===== src/rtl/game_pkg.sv =====
// game_pkg: shared object count, score limit, hit decoding and FSM state type.
package game_pkg;
    localparam int         NUM_OBJECTS = 10;
    localparam logic [3:0] NO_HIT      = 4'd15;
    localparam int         SCORE_MAX   = 999;

    typedef enum logic [2:0] {IDLE, PLAY, COMMIT, DONE, GAME_OVER} game_state_t;

    function automatic logic idx_valid(input logic [3:0] idx);
        return (idx != NO_HIT) && (idx < 4'(NUM_OBJECTS));
    endfunction
endpackage


===== src/rtl/sat_score_counter.sv =====
// sat_score_counter: score register; add then subtract in one step, clamped to 0..SCORE_MAX.
module sat_score_counter
    import game_pkg::*;
#(
    parameter int ADD = 5,
    parameter int SUB = 3
) (
    input  logic       clk,
    input  logic       resetN,
    input  logic       i_clear,
    input  logic       i_en,
    input  logic       i_add_en,
    input  logic       i_sub_en,
    output logic [9:0] o_score
);
    logic [10:0] w_sum;
    logic [9:0]  w_cap;
    logic [9:0]  w_next;

    always_comb begin
        w_sum  = {1'b0, o_score} + (i_add_en ? 11'(ADD) : 11'd0);
        w_cap  = (w_sum > 11'(SCORE_MAX)) ? 10'(SCORE_MAX) : w_sum[9:0];
        w_next = !i_sub_en ? w_cap : (w_cap < 10'(SUB)) ? 10'd0 : w_cap - 10'(SUB);
    end

    always_ff @(posedge clk or negedge resetN) begin
        if (!resetN)
            o_score <= 10'd0;
        else if (i_clear)
            o_score <= 10'd0;
        else if (i_en)
            o_score <= w_next;
    end
endmodule


===== src/rtl/vaccine_score_manager.sv =====
// vaccine_score_manager: per-frame vaccine/corona hit latching, mask, score and lives FSM.
module vaccine_score_manager
    import game_pkg::*;
#(
    parameter logic [0:NUM_OBJECTS-1] INIT_VACCINES  = 10'b11_1111_1111,
    parameter int                     VACCINE_POINTS = 5,
    parameter int                     CORONA_PENALTY = 3,
    parameter logic [1:0]             INIT_LIVES     = 2'd3
) (
    input  logic                   clk,
    input  logic                   resetN,
    input  logic                   startOfFrame,
    input  logic                   startGame,
    input  logic [3:0]             collision_clamp_vaccine,
    input  logic [3:0]             collision_clamp_corona,
    output logic [0:NUM_OBJECTS-1] current_vaccines,
    output logic [9:0]             score,
    output logic [1:0]             lives,
    output logic                   capturePulse,
    output logic                   hitPulse,
    output logic                   gameOver,
    output logic                   phaseDone
);
    game_state_t r_state;
    logic [3:0]  r_pend_vac;
    logic        r_pend_vac_v;
    logic        r_pend_cor_v;
    logic        w_vac_hit;
    logic        w_cor_hit;
    logic        w_start;
    logic        w_sof_commit;
    logic        w_capture;

    assign w_vac_hit    = idx_valid(collision_clamp_vaccine);
    assign w_cor_hit    = idx_valid(collision_clamp_corona);
    assign w_start      = startGame && (r_state == IDLE || r_state == DONE || r_state == GAME_OVER);
    assign w_sof_commit = startOfFrame && (r_state == PLAY);
    assign w_capture    = r_pend_vac_v && current_vaccines[r_pend_vac];

    // The update lands on the startOfFrame edge; COMMIT is the cycle that shows it and picks the next state.
    always_ff @(posedge clk or negedge resetN) begin
        if (!resetN) begin
            r_state          <= IDLE;
            current_vaccines <= INIT_VACCINES;
            lives            <= INIT_LIVES;
            capturePulse     <= 1'b0;
            hitPulse         <= 1'b0;
            gameOver         <= 1'b0;
            phaseDone        <= 1'b0;
        end else begin
            capturePulse <= 1'b0;
            hitPulse     <= 1'b0;
            case (r_state)
                IDLE, DONE, GAME_OVER: if (startGame) begin
                    r_state          <= PLAY;
                    current_vaccines <= INIT_VACCINES;
                    lives            <= INIT_LIVES;
                    gameOver         <= 1'b0;
                    phaseDone        <= 1'b0;
                end
                PLAY: if (startOfFrame) begin
                    r_state <= COMMIT;
                    if (w_capture) begin
                        current_vaccines[r_pend_vac] <= 1'b0;
                        capturePulse                 <= 1'b1;
                    end
                    if (r_pend_cor_v) begin
                        lives    <= (lives != 2'd0) ? lives - 2'd1 : 2'd0;
                        hitPulse <= 1'b1;
                    end
                end
                COMMIT: begin
                    if (lives == 2'd0) begin
                        r_state  <= GAME_OVER;
                        gameOver <= 1'b1;
                    end else if (current_vaccines == '0) begin
                        r_state   <= DONE;
                        phaseDone <= 1'b1;
                    end else
                        r_state <= PLAY;
                end
                default: r_state <= IDLE;
            endcase
        end
    end

    // A hit coincident with startOfFrame seeds the next frame's latches.
    always_ff @(posedge clk or negedge resetN) begin
        if (!resetN) begin
            r_pend_vac   <= NO_HIT;
            r_pend_vac_v <= 1'b0;
            r_pend_cor_v <= 1'b0;
        end else if (w_start) begin
            r_pend_vac   <= NO_HIT;
            r_pend_vac_v <= 1'b0;
            r_pend_cor_v <= 1'b0;
        end else if (w_sof_commit) begin
            r_pend_vac   <= collision_clamp_vaccine;
            r_pend_vac_v <= w_vac_hit;
            r_pend_cor_v <= w_cor_hit;
        end else if (r_state == PLAY || r_state == COMMIT) begin
            if (!r_pend_vac_v && w_vac_hit) begin
                r_pend_vac   <= collision_clamp_vaccine;
                r_pend_vac_v <= 1'b1;
            end
            if (w_cor_hit)
                r_pend_cor_v <= 1'b1;
        end
    end

    sat_score_counter #(
        .ADD(VACCINE_POINTS),
        .SUB(CORONA_PENALTY)
    ) u_score (
        .clk     (clk),
        .resetN  (resetN),
        .i_clear (w_start),
        .i_en    (w_sof_commit),
        .i_add_en(w_capture),
        .i_sub_en(r_pend_cor_v),
        .o_score (score)
    );
endmodule


===== config.mk =====
export PLATFORM = sky130hd
export DESIGN_NAME = vaccine_score_manager
export DESIGN_NICKNAME = d
export VERILOG_FILES = /design/src/rtl/game_pkg.sv /design/src/rtl/sat_score_counter.sv /design/src/rtl/vaccine_score_manager.sv
export SDC_FILE = /design/constraint.sdc
export NUM_CORES = 1
export LEC_CHECK = 0
export ABC_CLOCK_PERIOD_IN_PS = 9220
export BUFFER_PORTS_ARGS = -buffer_cell sky130_fd_sc_hd__buf_2
export CAP_MARGIN = 20
export CORE_MARGIN = 3
export CORE_UTILIZATION = 55
export CTS_CLUSTER_DIAMETER = 80
export DETAILED_ROUTE_END_ITERATION = 6
export GPL_ROUTABILITY_DRIVEN = 0
export PLACE_DENSITY = 0.78
export SLEW_MARGIN = 20
export SYNTH_ARGS = -nofsm -noshare
export SYNTH_HDL_FRONTEND = slang
export SYNTH_SLANG_ARGS = --single-unit

===== constraint.sdc =====
create_clock -name clk -period 9.22 [get_ports clk]
set_clock_uncertainty 0.05 [all_clocks]
set_input_delay 0.922 -clock clk [delete_from_list [all_inputs] [get_ports clk]]
set_output_delay 0.922 -clock clk [all_outputs]
set_load 0.05 [all_outputs]

Word-level counts from Yosys, hierarchy flattened

Index checks and enable logic that the tools add are counted.

Output and inout bits: 26
Bits of input ports: 12
Register bits: 35
Word-level logic and storage cells: 114

$lt $le $gt $ge: 6
Bitwise gates (word level): 3
Mux-type cells: 49
Add/subtract/negate cells: 3
Reductions and logical operators: 29
Equal/unequal tests: 13

Operators by type and width:

| kind                  | number |
|---|---|
| $mux 10               | 8 |
| $mux 1                | 21 |
| $pmux 10 s2           | 1 |
| $mux 4                | 4 |
| $mux 3                | 4 |
| $ne 2x2->1 const B    | 6 |
| $reduce_and 4->1      | 3 |
| $add 10x11->11        | 1 |
| $gt 11x10->1 const B  | 1 |
| $and 10x10->10        | 1 |
| $logic_not 10->1      | 1 |
| $lt 10x2->1 const B   | 1 |
| $mux 2                | 5 |
| $not 10->10           | 1 |
| $sub 10x2->10 const B | 1 |
| $pmux 3 s3            | 1 |
| $reduce_bool 3->1     | 3 |
| $lt 4x4->1 const B    | 2 |
| $ne 4x4->1 const B    | 2 |
| $reduce_bool 2->1     | 4 |
| $logic_and 1x1->1     | 7 |
| $eq 3x2->1 const B    | 2 |
| $reduce_and 2->1      | 3 |
| $ge 5x5->1 const B    | 1 |
| other kinds (16)      | 19 |

Logic depth before layout (Yosys ltp)

Gate-level depths: netlist of the first run.

Depth after elaboration: 14
Gate-level depth with buffers: 21
Gate-level depth less buffers: 18

Hierarchy

A second synthesis of the first run with hierarchy kept.

Cell total of the unflattened synthesis: 277
Area, all modules: 2461.1 um2

By module, submodules not included:

| module                | times used | area each (um2) | seq. area each (um2) | cells an instance |
|---|---|---|---|---|
| vaccine_score_manager | 1          | 1320.0          | 645.6                | 133 |
| sat_score_counter     | 1          | 1141.1          | 250.2                | 144 |

Worst setup path after synthesis of the first run

Ideal clock, no wire load.

Kind: register -> register
Start point: register r_pend_vac[0]
End point: register u_score.o_score[8]
Clock period less this slack: 4912 ps
Path slack: 4308 ps
Stages on the path, launching flop included: 22
Data arrival time: 4712 ps
Setup time: 150 ps
Cell sequence: dfstp_2 > buf_2 > mux4_2 > mux2i_1 > o22ai_1 > nand2_1 > inv_1 > ha_1 > buf_6 > a31o_1 > buf_2 > o211a_1 > nor4_1 > a2111oi_4 > or2_2 > ha_1 > nand2b_1 > or2_2 > buf_2 > o31a_1 > o41ai_2 > o31ai_1

Word-level cells in the longest chain between the ends: 14
Elaborated cells on any way between the ends: 15
Classes of those cells: 2 x add/sub; 2 x order compare; 9 x mux; 1 x bitwise; 1 x reduce/logical

RTL lines:

| what                                         | line                         | source |
|---|---|---|
| from (decl)                                  | vaccine_score_manager.sv:25  | `logic [3:0] r_pend_vac;` |
| from (signal assigned)                       | vaccine_score_manager.sv:98  | `r_pend_vac <= collision_clamp_vaccine;` |
| from (signal assigned)                       | vaccine_score_manager.sv:103 | `r_pend_vac <= collision_clamp_vaccine;` |
| $not 4->5 (implied by the code) *            | vaccine_score_manager.sv:38  | `assign w_capture = r_pend_vac_v && current_vaccines[r_pend_vac];` |
| $bmux 1 s4 *                                 | vaccine_score_manager.sv:38  |  |
| $mux 1 (implied by the code) * (2 in series) | vaccine_score_manager.sv:38  |  |
| $logic_and 1x1->1 *                          | vaccine_score_manager.sv:38  |  |
| $mux 3 *                                     | sat_score_counter.sv:21      | `w_sum = {1'b0, o_score} + (i_add_en ? 11'(ADD) : 11'd0);` |
| $add 10x11->11 *                             | sat_score_counter.sv:21      |  |
| $gt 11x10->1                                 | sat_score_counter.sv:22      | `w_cap = (w_sum > 11'(SCORE_MAX)) ? 10'(SCORE_MAX) : w_sum[9:0];` |
| $mux 10 *                                    | sat_score_counter.sv:22      |  |
| $sub 10x2->10 or $lt 10x2->1 (tied branches) | sat_score_counter.sv:23      | `w_next = !i_sub_en ? w_cap : (w_cap < 10'(SUB)) ? 10'd0 : w_cap - 10'(SUB);` |
| $mux 10                                      | sat_score_counter.sv:23      |  |
| $mux 10 *                                    | sat_score_counter.sv:23      |  |
| $mux 10 *                                    | sat_score_counter.sv:31      | `else if (i_en)` |
| $mux 10 *                                    | sat_score_counter.sv:29      | `else if (i_clear)` |
| to (signal assigned)                         | sat_score_counter.sv:32      | `o_score <= w_next;` |
| to (decl)                                    | sat_score_counter.sv:14      | `output logic [9:0] o_score` |

Mark *: on every way between the ends. The rest lies on a longest branch, timed or not. The select of a mux whose other input is x is not followed.
A chain may end at the register's enable or synchronous reset.

Worst setup path in the final report of the first run

Start point: register r_pend_vac[0]
End point: register u_score.o_score[4]

Same word-level chain as after synthesis.

==> results of run 1 <==
Yosys cell counts, types with 6 or more instances:
cell      count
a21oi_1      15
a31oi_1       9
clkbuf_1     11
dfrtp_1      19
dfstp_2      16
inv_1         7
nand2_1      23
nand2b_1      9
nand3_1       6
nor2_1       24
nor2b_1       7
nor3_1        6
nor4_1        8
o21ai_0      14
o22a_1        6
o31ai_1       6
xnor2_1       6
cell type report:
class | instances | share of cell area
inverters | 7 | 0.009673
well taps | 50 | 0.02303
clock inverters | 3 | 0.01612
flip-flops and latches | 35 | 0.3298
repair buffers | 37 | 0.06909
multi-input cells | 213 | 0.5269
clock buffers | 5 | 0.02533
logic make-up after synthesis:
kind of cell    after synthesis  synth area share
mux                           7           0.03953
fa+ha+maj                     4           0.02053
buf+inv                      24           0.04518
compound gates               89            0.2711
xor+xnor                      8           0.02875
flops                        35            0.3676
simple gates                105            0.2274
state kept, by name, indices dropped and copies added, names as in the netlist:
signal            flops
r_pend_vac            4
gameOver              1
r_pend_cor_v          1
current_vaccines     10
lives                 2
hitPulse              1
r_state               3
r_pend_vac_v          1
phaseDone             1
u_score.o_score      10
capturePulse          1
metrics by stage:
step	hold WS (ps)	util	instances	power, mW	setup WS, ps
2_1_floorplan	426.3	-	272	0.7066	4308
3_3_place_gp	439.9	0.6283	342	0.7921	3897
3_5_place_dp	455.0	0.6283	342	0.8031	3924
4_1_cts	472.4	0.6555	350	0.9464	3913
5_1_grt	492.5	0.6555	350	1.017	3443
6_report	471.4	0.6555	350	0.9430	3908
where the power goes:
group          switching, mW  internal, mW  total, mW
Combinational          0.330         0.185      0.515
Clock                 0.0585        0.0805      0.139
Sequential            0.0806         0.208      0.289
per-layer routing:
layer	global-route usage	vias up
met1	0.3123	1035
met2	0.3818	69
met3	0.03857	8
li1	-	1079
met5	0	-
met4	0.09016	0
worst reg2reg max path: cells and delay by family, from the launching register on:
kind,cells,cell delay (ps)
compound gates,7,1730
fa+ha+maj,2,610
buf+inv,1,70
flops,1,650
mux,2,660
simple gates,5,1430
worst paths after layout:
check	start	endpoint	cells past startpoint
max	r_pend_vac[0]	u_score.o_score[4]	17
min in group asynchronous	resetN	phaseDone	1
max in group asynchronous	resetN	u_score.o_score[2]	1
min	current_vaccines[9]	current_vaccines[9]	2
max reg2reg	r_pend_vac[0]	u_score.o_score[4]	17
min reg2reg	current_vaccines[9]	current_vaccines[9]	2
==> results.md, run 1 <==
* Slew @ Worst Pin at 1082 ps
* Min-delay worst type: reg -> reg
* Crit path cell chain: mux4_2 > mux2i_1 > o22ai_1 > nand2_1 > inv_1 > ha_1 > a31o_1 > a211oi_1 > nor4_1 > a2111oi_4 > or2_2 > ha_1 > nand2b_1 > or2_2 > o31ai_4 > o31ai_1 > a21o_1
* Htree depth at 2
* Setup_tns at 0 ps
* Post-synthesis sequential area ratio at 0.3676
* Vias in the first global route at 2070
* Worst-path clk slew at 80 ps
* Ant. Diodes at 0
* Final WL at 5695 µm
* Post-CTS resize count at 0
* Distinct cells, synth at 59
* DP HPWL at 4084 µm
* Via density per instance at 6.260
* IO Pins at 38
* Clock Root Buffer: clkbuf_8
* # setup viols final at 0
* RSZ-0062 raised after global routing: false
* Register cell area after layout at 895.9 µm²
* Critical path endpoint category: flop
* Width of the die at 72.57 µm
* PD cells at 347.2 mW/mm²
* Area delta synth->final at 11.45%
* Critical path type: reg -> reg
* Total GRT Usage at 0.2345
* Starting Density at 0.5882
* ANT nets after route at 0
* # DRC at 0
* Met3 wire length at 321 µm
* DRT iter0 DRCs at 138
* Yosys reg bits at 35
* Final hold viol count at 0
* Synth top area cells: dfrtp_1 (20%), dfstp_2 (17%), nor2_1 (3.7%), nand2_1 (3.5%), a21oi_1 (3.1%)
* Core area at 0.004144 mm²
* WP data arrival at 5440 ps
* CP Max Fanout at 12
* Fin crit share at 0.5761
* First-pass GRT wire length at 9784 µm
* Crit path max-delay family: compound AO/OA/AOI/OAI gates
* Std-Cell Rows at 23
* Fin area at 0.002716 mm²
* Postcts setup bufs at 0
* Die area at 0.005266 mm²
* CTS Buffer Depth at 2
* Area of the multi-input gates at 0.001431 mm²
* Setup slack, reg-to-reg at 3910 ps
* Count of hold-fix buffers inserted at cts at 0
* Buf+Inv Stages, Crit Path at 1
* Max cap viols at 0
* F_max at 0.1883 GHz
* Synth area leader: dfrtp_1
* CP max stage cell: dfstp_2
* Die Y at 72.57 µm
* Fin crit period at 5312 ps
* Met2 WL at 2792 µm
* Mean area per synthesized cell at 8.961 µm²
* Mapped Nets at 288
* Final slew viol count at 0
* Netlist Area Pre-Place at 0.002437 mm²
* Commonest non-fill, non-tap cells in the layout: buf_2 (36), nor2_1 (24), nand2_1 (23), dfrtp_1 (19), dfstp_2 (16)
* # fillers at 348
* Yosys top cell area share at 0.1951
* Antenna violations before repair at 0
* Cell Area, Placed at 0.002604 mm²
* Port Buf Inserts at 36
* M1 wire length at 2502 µm
* Ys Warns at 0
* Layout cell share with drive strength beyond 1 at 0.2533
* CTS tree: yes
* Average wire per standard cell at 16.27 µm
* Nets at 315
* Total congestion overflow at 0
* Asr flop ratio synth at 1.000
* Cells after Synth at 272
* Via count at 2191
* Post-synth EDFFs at 0
* CP max stage delay at 650 ps
* Pre-antenna DRT Iters at 4
* Slew headroom at 0.2734
* Top Layer Used: met4
* Most common cell after layout, fill and taps aside: buf_2
* Clk Latency, worst-skew pair at 290 ps
* Critical Path RT at 9350 ps
* Number of buffers created by CTS at 5
* Startpoint Class: flop
* Outcome: finished clean
* Largest net degree at the start of global routing at 36
* Most used DFF post-synth: dfrtp_1
* Clock sink total at 35
* Worst vdd ir at 0.1915 mV
* Pleak at 1.144 nW
No activity file was read; power rests on OpenSTA's default activity.
==> inputs of run 2 (changes only) <==
--- a/config.mk
+++ b/config.mk
@@ -5,7 +5,7 @@
 export SDC_FILE = /design/constraint.sdc
 export NUM_CORES = 1
 export LEC_CHECK = 0
-export ABC_CLOCK_PERIOD_IN_PS = 9220
+export ABC_CLOCK_PERIOD_IN_PS = 4900
 export BUFFER_PORTS_ARGS = -buffer_cell sky130_fd_sc_hd__buf_2
 export CAP_MARGIN = 20
 export CORE_MARGIN = 3
==> constraint.sdc (replaced) <==
create_clock -name clk -period 4.9 [get_ports clk]
set_clock_uncertainty 0.05 [all_clocks]
set_input_delay 0.49 -clock clk [delete_from_list [all_inputs] [get_ports clk]]
set_output_delay 0.49 -clock clk [all_outputs]
set_load 0.05 [all_outputs]
==> run 2 against run 1 <==
Effect of this change: via count up 6.7%; critical path type unchanged; sequential power up 90%; non-clock buffer count up 12; register-to-register slack worse by 3700 ps; cell count up 3.4%; highest routed layer unchanged; critical path depth up 2; first-iteration DRC count up 110%; sequential share of layout area down 1.9 points; setup slack worse by 3700 ps.
==> results.md, run 2 (synthesis results as in run 1) <==
* Reg2reg start: r_pend_vac[0] (unchanged)
* Antenna violations before repair at 0 (unchanged)
* Power, Total at 1.853 mW (was 0.9430 mW)
* Port Buf Inserts at 36 (unchanged)
* Worst setup margin at 212.1 ps (was 3908 ps)
* Placed instance count at 353 (was 342)
* DP HPWL at 4313 µm (was 4084 µm)
* Layout cell share with drive strength beyond 1 at 0.3141 (was 0.2533)
* Largest net degree at the start of global routing at 36 (unchanged)
* Net Sw Frac at 0.5017 (was 0.4974)
* Worst-path clk slew at 80 ps (about the same)
* Clock power share at 0.130 (was 0.147)
* Layer carrying the most global-route usage: met2 (unchanged)
* Number of buffers created by CTS at 5 (unchanged)
* Min-delay worst type: in -> async (was reg -> reg)
* R2R Path End: u_score.o_score[4] (unchanged)
* Cell count of the worst reg-to-reg path at 19 (was 17)
* # DRC at 0 (unchanged)
* DRT iter0 DRCs at 287 (was 138)
* Slew @ Worst Pin at 788.2 ps (was 1082 ps)
* Crit path cell chain: mux4_2 > mux2i_1 > o22ai_1 > nand2_1 > inv_1 > ha_2 > ha_2 > a21o_2 > a21o_1 > o2111ai_2 > a2111oi_4 > or2_2 > ha_1 > nand2b_1 > or2_2 > o31ai_4 > buf_4 > nor2_1 > a21o_1 (was mux4_2 > mux2i_1 > o22ai_1 > nand2_1 > inv_1 > ha_1 > a31o_1 > a211oi_1 > nor4_1 > a2111oi_4 > or2_2 > ha_1 > nand2b_1 > or2_2 > o31ai_4 > o31ai_1 > a21o_1)
* Met1 GRT Util at 0.3441 (was 0.3123)
* First-pass GRT wire length at 9936 µm (was 9784 µm)
* Via density per instance at 6.459 (was 6.260)
* Logic pwr share at 0.573 (was 0.546)
* Pre-antenna DRT Iters at 5 (was 4)
* Clock Root Buffer: clkbuf_8 (unchanged)
* Final hold viol count at 0 (unchanged)
* Met3 GRT Util at 0.05234 (was 0.03857)
* Total congestion overflow at 0 (unchanged)
* Nets at 327 (was 315)
* Outcome: finished clean (unchanged)
* Final WL at 6158 µm (was 5695 µm)
* Seq pwr share at 0.296 (was 0.306)
* Area delta synth->final at 18.33% (was 11.45%)
* CP Max Fanout at 7 (was 12)
* Slew headroom at 0.4697 (was 0.2734)
* Starting Density at 0.5882 (unchanged)
* Buf+Inv Stages, Crit Path at 2 (was 1)
* Met2 Use GR at 0.3617 (was 0.3818)
* Startpoint Class: flop (unchanged)
* Worst vdd ir at 0.3776 mV (was 0.1915 mV)
* Die Y at 72.57 µm (unchanged)
* Layout Utilization at 0.6960 (was 0.6555)
* Setup_tns at 0 ps (unchanged)
* Ant. Diodes at 0 (unchanged)
* Total GRT Usage at 0.2366 (was 0.2345)
* Critical path endpoint category: flop (unchanged)
* F_max at 0.2133 GHz (was 0.1883 GHz)
* Core area at 0.004144 mm² (unchanged)
* WP data arrival at 4810 ps (was 5440 ps)
* Via count at 2338 (was 2191)
* Final slew viol count at 0 (unchanged)
* CP max stage delay at 620 ps (was 650 ps)
* Htree depth at 2 (unchanged)
* Most common cell after layout, fill and taps aside: buf_2 (unchanged)
* Die area at 0.005266 mm² (unchanged)
* CP max stage cell: dfstp_2 (unchanged)
* Crit path max-delay family: compound AO/OA/AOI/OAI gates (unchanged)
* Average wire per standard cell at 17.01 µm (was 16.27 µm)
* Pleak at 1.216 nW (was 1.144 nW)
* Clk Latency, worst-skew pair at 290 ps (about the same)
* Vias in the first global route at 2030 (was 2070)
* Count of hold-fix buffers inserted at cts at 0 (unchanged)
* Fin crit share at 0.9567 (was 0.5761)
* Setup slack, reg-to-reg at 210 ps (was 3910 ps)
* # fillers at 334 (was 348)
* Critical path type: reg -> reg (unchanged)
* Fin crit period at 4688 ps (was 5312 ps)
* Switch Pwr at 0.9297 mW (was 0.4690 mW)
* ANT nets after route at 0 (unchanged)
* Cell Count, Final, Fillers Out at 362 (was 350)
* Pre-CTS setup slack at 94.01 ps (was 3924 ps)
* Commonest non-fill, non-tap cells in the layout: buf_2 (36), nor2_1 (24), nand2_1 (23), dfrtp_1 (19), dfstp_2 (16) (unchanged)
* Regs by FF count: current_vaccines (10), u_score.o_score (10), r_pend_vac (4) (unchanged)
* Max cap viols at 0 (unchanged)
* Width of the die at 72.57 µm (unchanged)
* CTS Buffer Depth at 2 (unchanged)
* Clock sink total at 35 (unchanged)
* # setup viols final at 0 (unchanged)
* Internal power at 0.9235 mW (was 0.4739 mW)
* Critical Path RT at 5020 ps (was 9350 ps)
* IO Pins at 38 (unchanged)
* Std-Cell Rows at 23 (unchanged)
* CTS tree: yes (unchanged)
* PD cells at 642.6 mW/mm² (was 347.2 mW/mm²)
## run 2: changes by cell type in the layout (fill, tap and decap cells not counted), sizes merged
cell	before	now
inv	7	8
buf	37	49
clkbuf	5	7
clkinv	2	0
bufinv	1	0
## run 2: power groups by stage
stage	combinational (mW)	clock, mW	sequential (mW)
after CTS	1.02	0.246	0.539
after floorplan	0.710	0	0.620
after global placement	0.986	0	0.542
final	1.06	0.241	0.549
after detailed placement	1.01	0	0.545
after global routing	1.16	0.261	0.567
## run 2: worst max-delay path by stage
stage,startpoint,to,slack [ps],cells past startpoint
6_report,r_pend_vac[0],u_score.o_score[4],210,19
5_1_grt,r_pend_vac[0],u_score.o_score[4],-10,19
4_1_cts,r_pend_vac[0],u_score.o_score[4],40,18
3_5_place_dp,r_pend_vac[0],u_score.o_score[4],90,18
3_3_place_gp,r_pend_vac[0],u_score.o_score[4],120,18
2_1_floorplan,r_pend_vac[0],u_score.o_score[8],100,21
## run 2: layout make-up
class	count	area, µm²	area share
Clock buffer	7	97.59	0.03384
Tap cell	50	62.56	0.02169
Sequential cell	35	895.9	0.3106
Timing Repair Buffer	49	277.8	0.09631
Clock inverter	1	6.256	0.002169
Multi-Input combinational cell	213	1518	0.5262
Inverter	7	26.28	0.009111
## run 2: what timing repair did
item                                    4_1_cts  5_1_grt
hold endpoints to repair                      0        0
resized for setup                             0       14
setup buffers                                 0        1
endpoints found under the setup margin        0        8
## run 2: through the flow
stage / area (µm²) / hold slack (ps)
after floorplan: 2444 / 144.4
after global routing: 2884 / 269.3
after detailed placement: 2693 / 443.8
after global placement: 2693 / 443.8
after CTS: 2796 / 237.4
final: 2884 / 221.0
## run 2: routing by layer
layer,up-vias,part of all wire
li1,1098,-
met3,7,0.068
met4,0,0.0099
met1,1132,0.45
met5,-,0
met2,101,0.47
## run 2: worst reg2reg max path, cell delays in order, from the launching register on
cell and delay (ps):
dfstp_2 620, mux4_2 520, mux2i_1 140, o22ai_1 110, nand2_1 90, inv_1 90, ha_2 230, ha_2 220
a21o_2 260, a21o_1 220, o2111ai_2 140, a2111oi_4 130, or2_2 290, ha_1 210, nand2b_1 160, or2_2 380
o31ai_4 280, buf_4 210, nor2_1 60, a21o_1 180
